**src/rtl/spi_quad_rx2iram.sv**
```systemverilog
// spi_quad_rx2iram: quad-SPI read data capture, nibble-to-word assembly and FIFO-buffered IRAM writer (optional checksum via SPI_RX_CHECKSUM_EN)
//   CLK/ARESETn : clock, synchronous active-high reset
//   start, base_addr, num_words : load request from the command FSM, honoured in IDLE
//   io_valid, io_in             : one nibble per cycle, {IO3..IO0}
//   rx_last                     : pulse when the final nibble is accepted
//   iram_we/ready/addr/wdata    : IRAM write port, data from FIFO head
//   busy, done, overflow        : status; overflow is sticky until start
//   checksum                    : XOR of popped words, present only with SPI_RX_CHECKSUM_EN
module spi_quad_rx2iram #(
  parameter int DATA_SIZE  = 32,
  parameter int ADDR_W     = 10,
  parameter int FIFO_DEPTH = 4
) (
  input  logic                 CLK,
  input  logic                 ARESETn,
  input  logic                 start,
  input  logic [ADDR_W-1:0]    base_addr,
  input  logic [15:0]          num_words,
  input  logic                 io_valid,
  input  logic [3:0]           io_in,
  output logic                 rx_last,
  output logic                 iram_we,
  input  logic                 iram_ready,
  output logic [ADDR_W-1:0]    iram_addr,
  output logic [DATA_SIZE-1:0] iram_wdata,
  output logic                 busy,
  output logic                 done,
  output logic                 overflow
`ifdef SPI_RX_CHECKSUM_EN
  ,
  output logic [DATA_SIZE-1:0] checksum
`endif
);
  localparam int PW = $clog2(FIFO_DEPTH);
  typedef enum logic [1:0] {IDLE, CAPTURE, DRAIN, DONE} state_t;
  state_t r_state, w_next;
  logic [ADDR_W-1:0] r_base, r_pops;
  logic [15:0] r_num, r_wcnt;
  logic [2:0] r_nib;
  logic [DATA_SIZE-1:0] r_word, w_word;
  logic [DATA_SIZE-1:0] r_mem [FIFO_DEPTH];
  logic [PW:0] r_wp, r_rp;
  logic r_ovf;
  logic w_start, w_take, w_push, w_pop, w_full, w_empty, w_store;
`ifdef SPI_RX_CHECKSUM_EN
  logic [DATA_SIZE-1:0] r_csum;
  assign checksum = r_csum;
`endif
  assign w_start = r_state == IDLE && start;
  assign w_take = r_state == CAPTURE && io_valid;
  assign w_push = w_take && r_nib == 3'd7;
  assign w_empty = r_wp == r_rp;
  assign w_full = r_wp[PW] != r_rp[PW] && r_wp[PW-1:0] == r_rp[PW-1:0];
  assign w_pop = !w_empty && iram_ready;
  // a push into a full FIFO still lands if the head leaves in the same cycle
  assign w_store = w_push && (!w_full || w_pop);
  // even nibble -> high half of byte k/2, odd nibble -> low half
  assign w_word = r_word | (DATA_SIZE'(io_in) << {r_nib[2:1], ~r_nib[0], 2'b00});
  assign iram_we = !w_empty;
  assign iram_wdata = w_empty ? '0 : r_mem[r_rp[PW-1:0]];
  assign iram_addr = r_base + r_pops;
  assign overflow = r_ovf;
  always_comb begin
    w_next = r_state;
    rx_last = 1'b0;
    done = 1'b0;
    busy = r_state != IDLE;
    case (r_state)
      IDLE: if (start) w_next = num_words == 16'd0 ? DONE : CAPTURE;
      CAPTURE: if (w_push && r_wcnt + 16'd1 == r_num) begin
        rx_last = 1'b1;
        w_next = DRAIN;
      end
      DRAIN: if (w_empty) w_next = DONE;
      default: begin
        done = 1'b1;
        w_next = IDLE;
      end
    endcase
  end
  always_ff @(posedge CLK)
    r_state <= ARESETn ? IDLE : w_next;
  always_ff @(posedge CLK)
    if (w_store) r_mem[r_wp[PW-1:0]] <= w_word;
  always_ff @(posedge CLK) begin
    if (ARESETn) begin
      r_base <= '0;
      r_pops <= '0;
      r_num <= '0;
      r_wcnt <= '0;
      r_nib <= '0;
      r_word <= '0;
      r_wp <= '0;
      r_rp <= '0;
      r_ovf <= 1'b0;
`ifdef SPI_RX_CHECKSUM_EN
      r_csum <= '0;
`endif
    end else begin
      if (w_start) begin
        r_base <= base_addr;
        r_num <= num_words;
        r_wcnt <= '0;
        r_nib <= '0;
        r_word <= '0;
        r_pops <= '0;
        r_ovf <= 1'b0;
`ifdef SPI_RX_CHECKSUM_EN
        r_csum <= '0;
`endif
      end
      if (w_take) begin
        r_nib <= r_nib + 3'd1;
        r_word <= w_push ? '0 : w_word;
      end
      if (w_push) begin
        r_wcnt <= r_wcnt + 16'd1;
        if (!w_store) r_ovf <= 1'b1;
      end
      if (w_store) r_wp <= r_wp + (PW+1)'(1);
      if (w_pop) begin
        r_rp <= r_rp + (PW+1)'(1);
        r_pops <= r_pops + ADDR_W'(1);
`ifdef SPI_RX_CHECKSUM_EN
        r_csum <= r_csum ^ iram_wdata;
`endif
      end
    end
  end
endmodule
```
**config.mk**
```make
export PLATFORM = sky130hd
export DESIGN_NAME = spi_quad_rx2iram
export DESIGN_NICKNAME = d
export VERILOG_FILES = /design/src/rtl/spi_quad_rx2iram.sv
export SDC_FILE = /design/constraint.sdc
export NUM_CORES = 1
export LEC_CHECK = 0
export BUFFER_PORTS_ARGS = -buffer_cell sky130_fd_sc_hd__buf_2
export CORE_MARGIN = 2
export CORE_UTILIZATION = 50
export DETAILED_ROUTE_END_ITERATION = 12
export PLACE_DENSITY = 0.76
export RECOVER_POWER = 25
export SYNTH_ARGS = -nofsm -noshare
export SYNTH_HDL_FRONTEND = slang
export SYNTH_SLANG_ARGS = --single-unit
```
**constraint.sdc**
```tcl
create_clock -name CLK -period 3.09 [get_ports CLK]
set_clock_uncertainty 0.2 [all_clocks]
set_input_delay 0.1545 -clock CLK [delete_from_list [all_inputs] [get_ports CLK]]
set_output_delay 0.1545 -clock CLK [all_outputs]
set_load 0.01 [all_outputs]
```
# Yosys cells after proc, flatten, opt, wreduce, memory -nomap -nowiden
# Memories as Yosys holds them, arrays and structs flattened. A register that Yosys moved wholly into a read port is not among the register bits.
# Cells that the tools add are included.
# word_totals
input_bits	35
register_bits	96
ramBits	128
latchBits	0
memories	1
rom_bits	0
# op_classes
n_mux	25
reduce_logical	18
multipliers	0
n_shift	1
add_sub_neg	6
bitwise_logic	2
div_mod_pow	0
order_cmp	0
eq_ne	10
# mem_list
memory	words	width	read_ports	rd_clocked_by_memory_dff	write_ports	line	source
r_mem	4	32	1	1	1	41	logic [DATA_SIZE-1:0] r_mem [FIFO_DEPTH];
# op_table
op	n
two-way mux 32 bit	4
two-way mux 16 bit	2
OR 32 bit	1
<< shifter 4 x 5 -> 32 bit	1
two-way mux 10 bit	2
adder 16 x 1 -> 16 bit, second input constant	1
== test 16 bit	1
logical NOT 16 bit	1
two-way mux 2 bit	6
adder 10 x 1 -> 10 bit, second input constant	1
adder 10 bit	1
adder 3 x 1 -> 3 bit, second input constant	3
two-way mux 1 bit	8
nonzero test 2 bit	4
logical AND 1 bit	7
two-way mux 3 bit	2
one-hot mux 2 bit (3 select lines)	1
!= test 2 bit, second input constant	2
== test 3 bit	1
== test 3 bit, second input constant	1
AND reduction 3 bit	1
OR reduction 3 bit	1
== test 2 x 1 -> 1 bit, second input constant	1
== test 2 bit	1
other kinds (7)	8

# Longest topological paths before layout
# depth
ltp_word	7
depth_mapped	10

# Worst setup path before layout
# No wires, ideal clock.
# synth_path
kind	flip-flop to flip-flop
startpoint	reg r_wcnt[0]
endpoint	reg r_state[1]
setup_ns	0.116
t_required_ns	2.774
arrival_time_ns	2.529
setup_slack_ns	0.244
path_buffers	1
path_stages_with_launch	10
cell_sequence	dfxtp_1 ha_1 nand3_2 buf_2 nor4_2 xnor2_1 or4_4 o41ai_4 a211oi_1 a31o_2
# synth_via
elab_chain_cells	5
# synth_lines
item	line	source
start, declared	38	logic [15:0] r_num, r_wcnt;
start signal, assigned	117	r_wcnt <= r_wcnt + 16'd1;
adder 16 x 1 -> 16 bit	70	CAPTURE: if (w_push && r_wcnt + 16'd1 == r_num) begin
== test 16 bit	70	
logical AND 1 bit	70	
!= test 2 x 1 -> 1 bit (no line)	--	
AND reduction 3 bit (no line)	--	
end signal, assigned	82	r_state <= ARESETn ? IDLE : w_next;
end, declared	36	state_t r_state, w_next;
# Every way passes these cells.
# A chain may end at the register's enable or synchronous reset.

# Worst setup path after layout
# layout_path
startpoint	reg r_wcnt[10]
endpoint	out rx_last
# layout_via
elab_chain_cells	5
# layout_lines
item	line	source
adder 16 x 1 -> 16 bit	70	
== test 16 bit	70	
logical AND 1 bit	70	
two-way mux 1 bit	70	
two-way mux 1 bit	68	case (r_state)
end, declared	21	output logic rx_last,
# Every way passes these cells.

==> results.md <==
- Design Area, Final: approximately 0.012 sq mm
- CTS max path bufs: 3
- Port Buffers: 81
- Post-synth EDFFs: 128
- DP Wirelength: 13.1 mm
- Gr ovfl total: 0
- Clock sink total: around 230
- Max Cap Viol: 0
- Met2 wire len: between 10 and 15 mm
- Hold Path Class: primary input to flop
- RSZ-0062 raised after global routing: yes
- Sequential share of the synthesized area: 58.0%
- Top-count cell post-synth: edfxtp_1
- Post-route ant nets: 0
- Initial Util: between 50% and 60%
- Status: finished, final reports clean
- Final Slew Violations: 0
- N_diodes: 0
- Area leader, netlist: edfxtp_1
- Final period util: between 90% and 100%
- DR vias/cell: roughly 5.7
- Layout area overhead: 20.4%
- Top_reg_cell synth: edfxtp_1
- Worst Path Arrival: roughly 2.7 ns
- Warnings from Yosys: 0
- Worst-path clk slew: about 0.060 ns
- Setup slack after placement: approximately 0.16 ns
- Detailed Route Iter0 Violations: about 480
- Power Dens Cells: 595 mW/mm^2
- Clock tree root driver cell: clkbuf_16
- Slew HR: 26.7%
- Top cells by count, synth: edfxtp_1, dfxtp_1, nand2_1, nor2_1, a21oi_1
- Setup TNS: 0 ns
- Hold Path Origin: base_addr[9]
- Setup CP Type: flop to primary output
- Largest net degree at the start of global routing: 72
- Worst hold margin: between 0.2 and 0.25 ns
- Top Metal Used: met4
- Die Ht: between 100 and 150 um
- First drt pass iteration count: 5
- Met3 Routed Length: 1.15 mm
- CTS tree: built
- Max rail drop VDD: ~0.43 mV
- Fmax: 333 MHz
- Final GP Congestion: 0.896
- WL/cell: around 18 um
- Asr flop ratio synth: 0%
- DIE WIDTH: 146 um
- Leak: around 4.4 nW
- Vias in the first global route: 7011
- Initial antenna violation count: 0
- FP Rows: 51
- CP Max Fanout: 7
- Share of layout cells above drive strength 1: 21.5%
- Actual slew at the worst max-slew pin: roughly 1.1 ns
- Worst skew pair latency: 0.52 ns
- Final core area utilization: between 60% and 70%
- Final worst slack: 0.0829 ns
- H-tree Lvls: 1
- Yosys top cell area share: a little under two fifths
- Yosys cell types: 60
- Core area: 0.0195 sq mm
- Yosys reg bits: ~230
- Fillers: ~1500
- Setup violators final: 0
- DIE AREA: 0.0212 sq mm
- Worst setup EP type: primary output
- Crit path launch type: flop
- Gr usage total: 20.7%
- Top Ports: 82
- Syn Area/Cell: roughly 12 sq um
- Total number of vias: 7119
- Post-CTS Setup Inserts: 0
- Worst r2r src: r_wcnt[10]
- Gate Count Post-Synth: 836
- CP required: about 2.7 ns
- Nets: roughly 1000
- Drt drc: 0
- Syn Std Cell Area: around 0.010 sq mm
- Final Hold Fails: 0
- Global-route wire length before repair: roughly 36 mm
- Top cells by area, synth: edfxtp_1, dfxtp_1, mux4_2
- Final WL: between 20 and 25 mm
- Wl on met1: roughly 9.4 mm
- CP startpoint: r_wcnt[10]
- Post-Synthesis Net Count: 894
- Placed cell areas: between 0.01 and 0.015 sq mm
- Final min period: between 3 and 4 ns
- Num CTS Buffers: 24
==> layout make-up <==
type / instances / area, sq um / area share [%]
inverter: 12 / 45.0 / 0.374
clock inverter: 14 / 121 / 1.01
timing repair buffer: 153 / 1110 / 9.25
clock buffer: 29 / 619 / 5.14
tap: 265 / 332 / 2.75
multi-input combinational: 545 / 4000 / 33.2
sequential: 226 / 5820 / 48.3
==> routing by layer <==
layer,vias up,track usage (%)
met3,34,2.66
met1,3495,27.1
li1,3365,-
met2,225,36.6
met4,0,5.59
met5,-,0
==> worst paths after layout <==
kind / end / slack [ns] / depth (start not counted)
setup / recovery: rx_last / 0.08 / 6
hold / removal: r_base[9] / 0.22 / 4
setup reg to reg: r_state[1] / 0.33 / 7
hold reg to reg: r_base[2] / 0.27 / 2
==> where the power goes <==
group          total (mW)  switching (mW)  internal [mW]
Sequential           3.33          0.0736           3.26
Combinational        1.13           0.725          0.405
Clock                2.71            1.12           1.59
Total                7.17            1.92           5.25
==> through the flow <==
stage	total power, mW	instances
after floorplan	4.07	836
after global placement	4.38	1151
after detailed placement	4.40	1151
after CTS	7.18	1244
after global routing	7.46	1244
final	7.17	1244
==> registers in the layout (all words and copies together), names as in the netlist, named ones only <==
signal and cells:
overflow 1, r_base 10, r_mem 128, r_nib 3
r_num 16, r_pops 10, r_rp 3, r_state 2
r_wcnt 16, r_word 32, r_wp 3
==> logic make-up (layout without fill, tap and decap cells) <==
group	count (synthesis)	count (layout)	share of synthesized area (%)
AO/OA/AOI/OAI	180	180	12.2
XOR/XNOR	34	34	2.97
adder cells (fa/ha/maj)	23	23	2.95
buffers and inverters	65	208	2.57
flip-flops	226	226	58.0
multiplexers	34	34	7.41
AND/OR/NAND/NOR	274	274	13.9
==> placed cells by master (no fill, tap or decap), types with 12 or more instances in the layout <==
cell type | netlist | routed
edfxtp_1 | 128 | 128
dfxtp_1 | 98 | 87
buf_2 | 4 | 79
nand2_1 | 75 | 75
nor2_1 | 73 | 72
a21oi_1 | 57 | 54
dlygate4sd3_1 | 0 | 50
and2_1 | 39 | 39
a22oi_1 | 35 | 35
mux4_2 | 32 | 32
clkbuf_16 | 0 | 24
xnor2_1 | 21 | 21
ha_1 | 22 | 21
o21ai_0 | 22 | 20
a31o_2 | 17 | 17
buf_4 | 2 | 17
a21o_1 | 14 | 14
nand3_1 | 14 | 14
xor2_1 | 13 | 13
inv_1 | 12 | 12
==> critical path, cell delays in order, from the launching register on <==
cell	delay (ns)
dfxtp_1	0.49
nand4_2	0.19
nor4_4	0.30
xnor2_1	0.12
or4_4	0.51
nor4_1	0.33
buf_2	0.19
==> timing repair <==
item,4_1_cts,5_1_grt
hold buffers,50,0
gates resized for setup,7,14
pin swaps,0,1
endpoints found under the hold margin,91,0
setup endpoints to repair,2,3
Power figures use the tool's default switching activity.
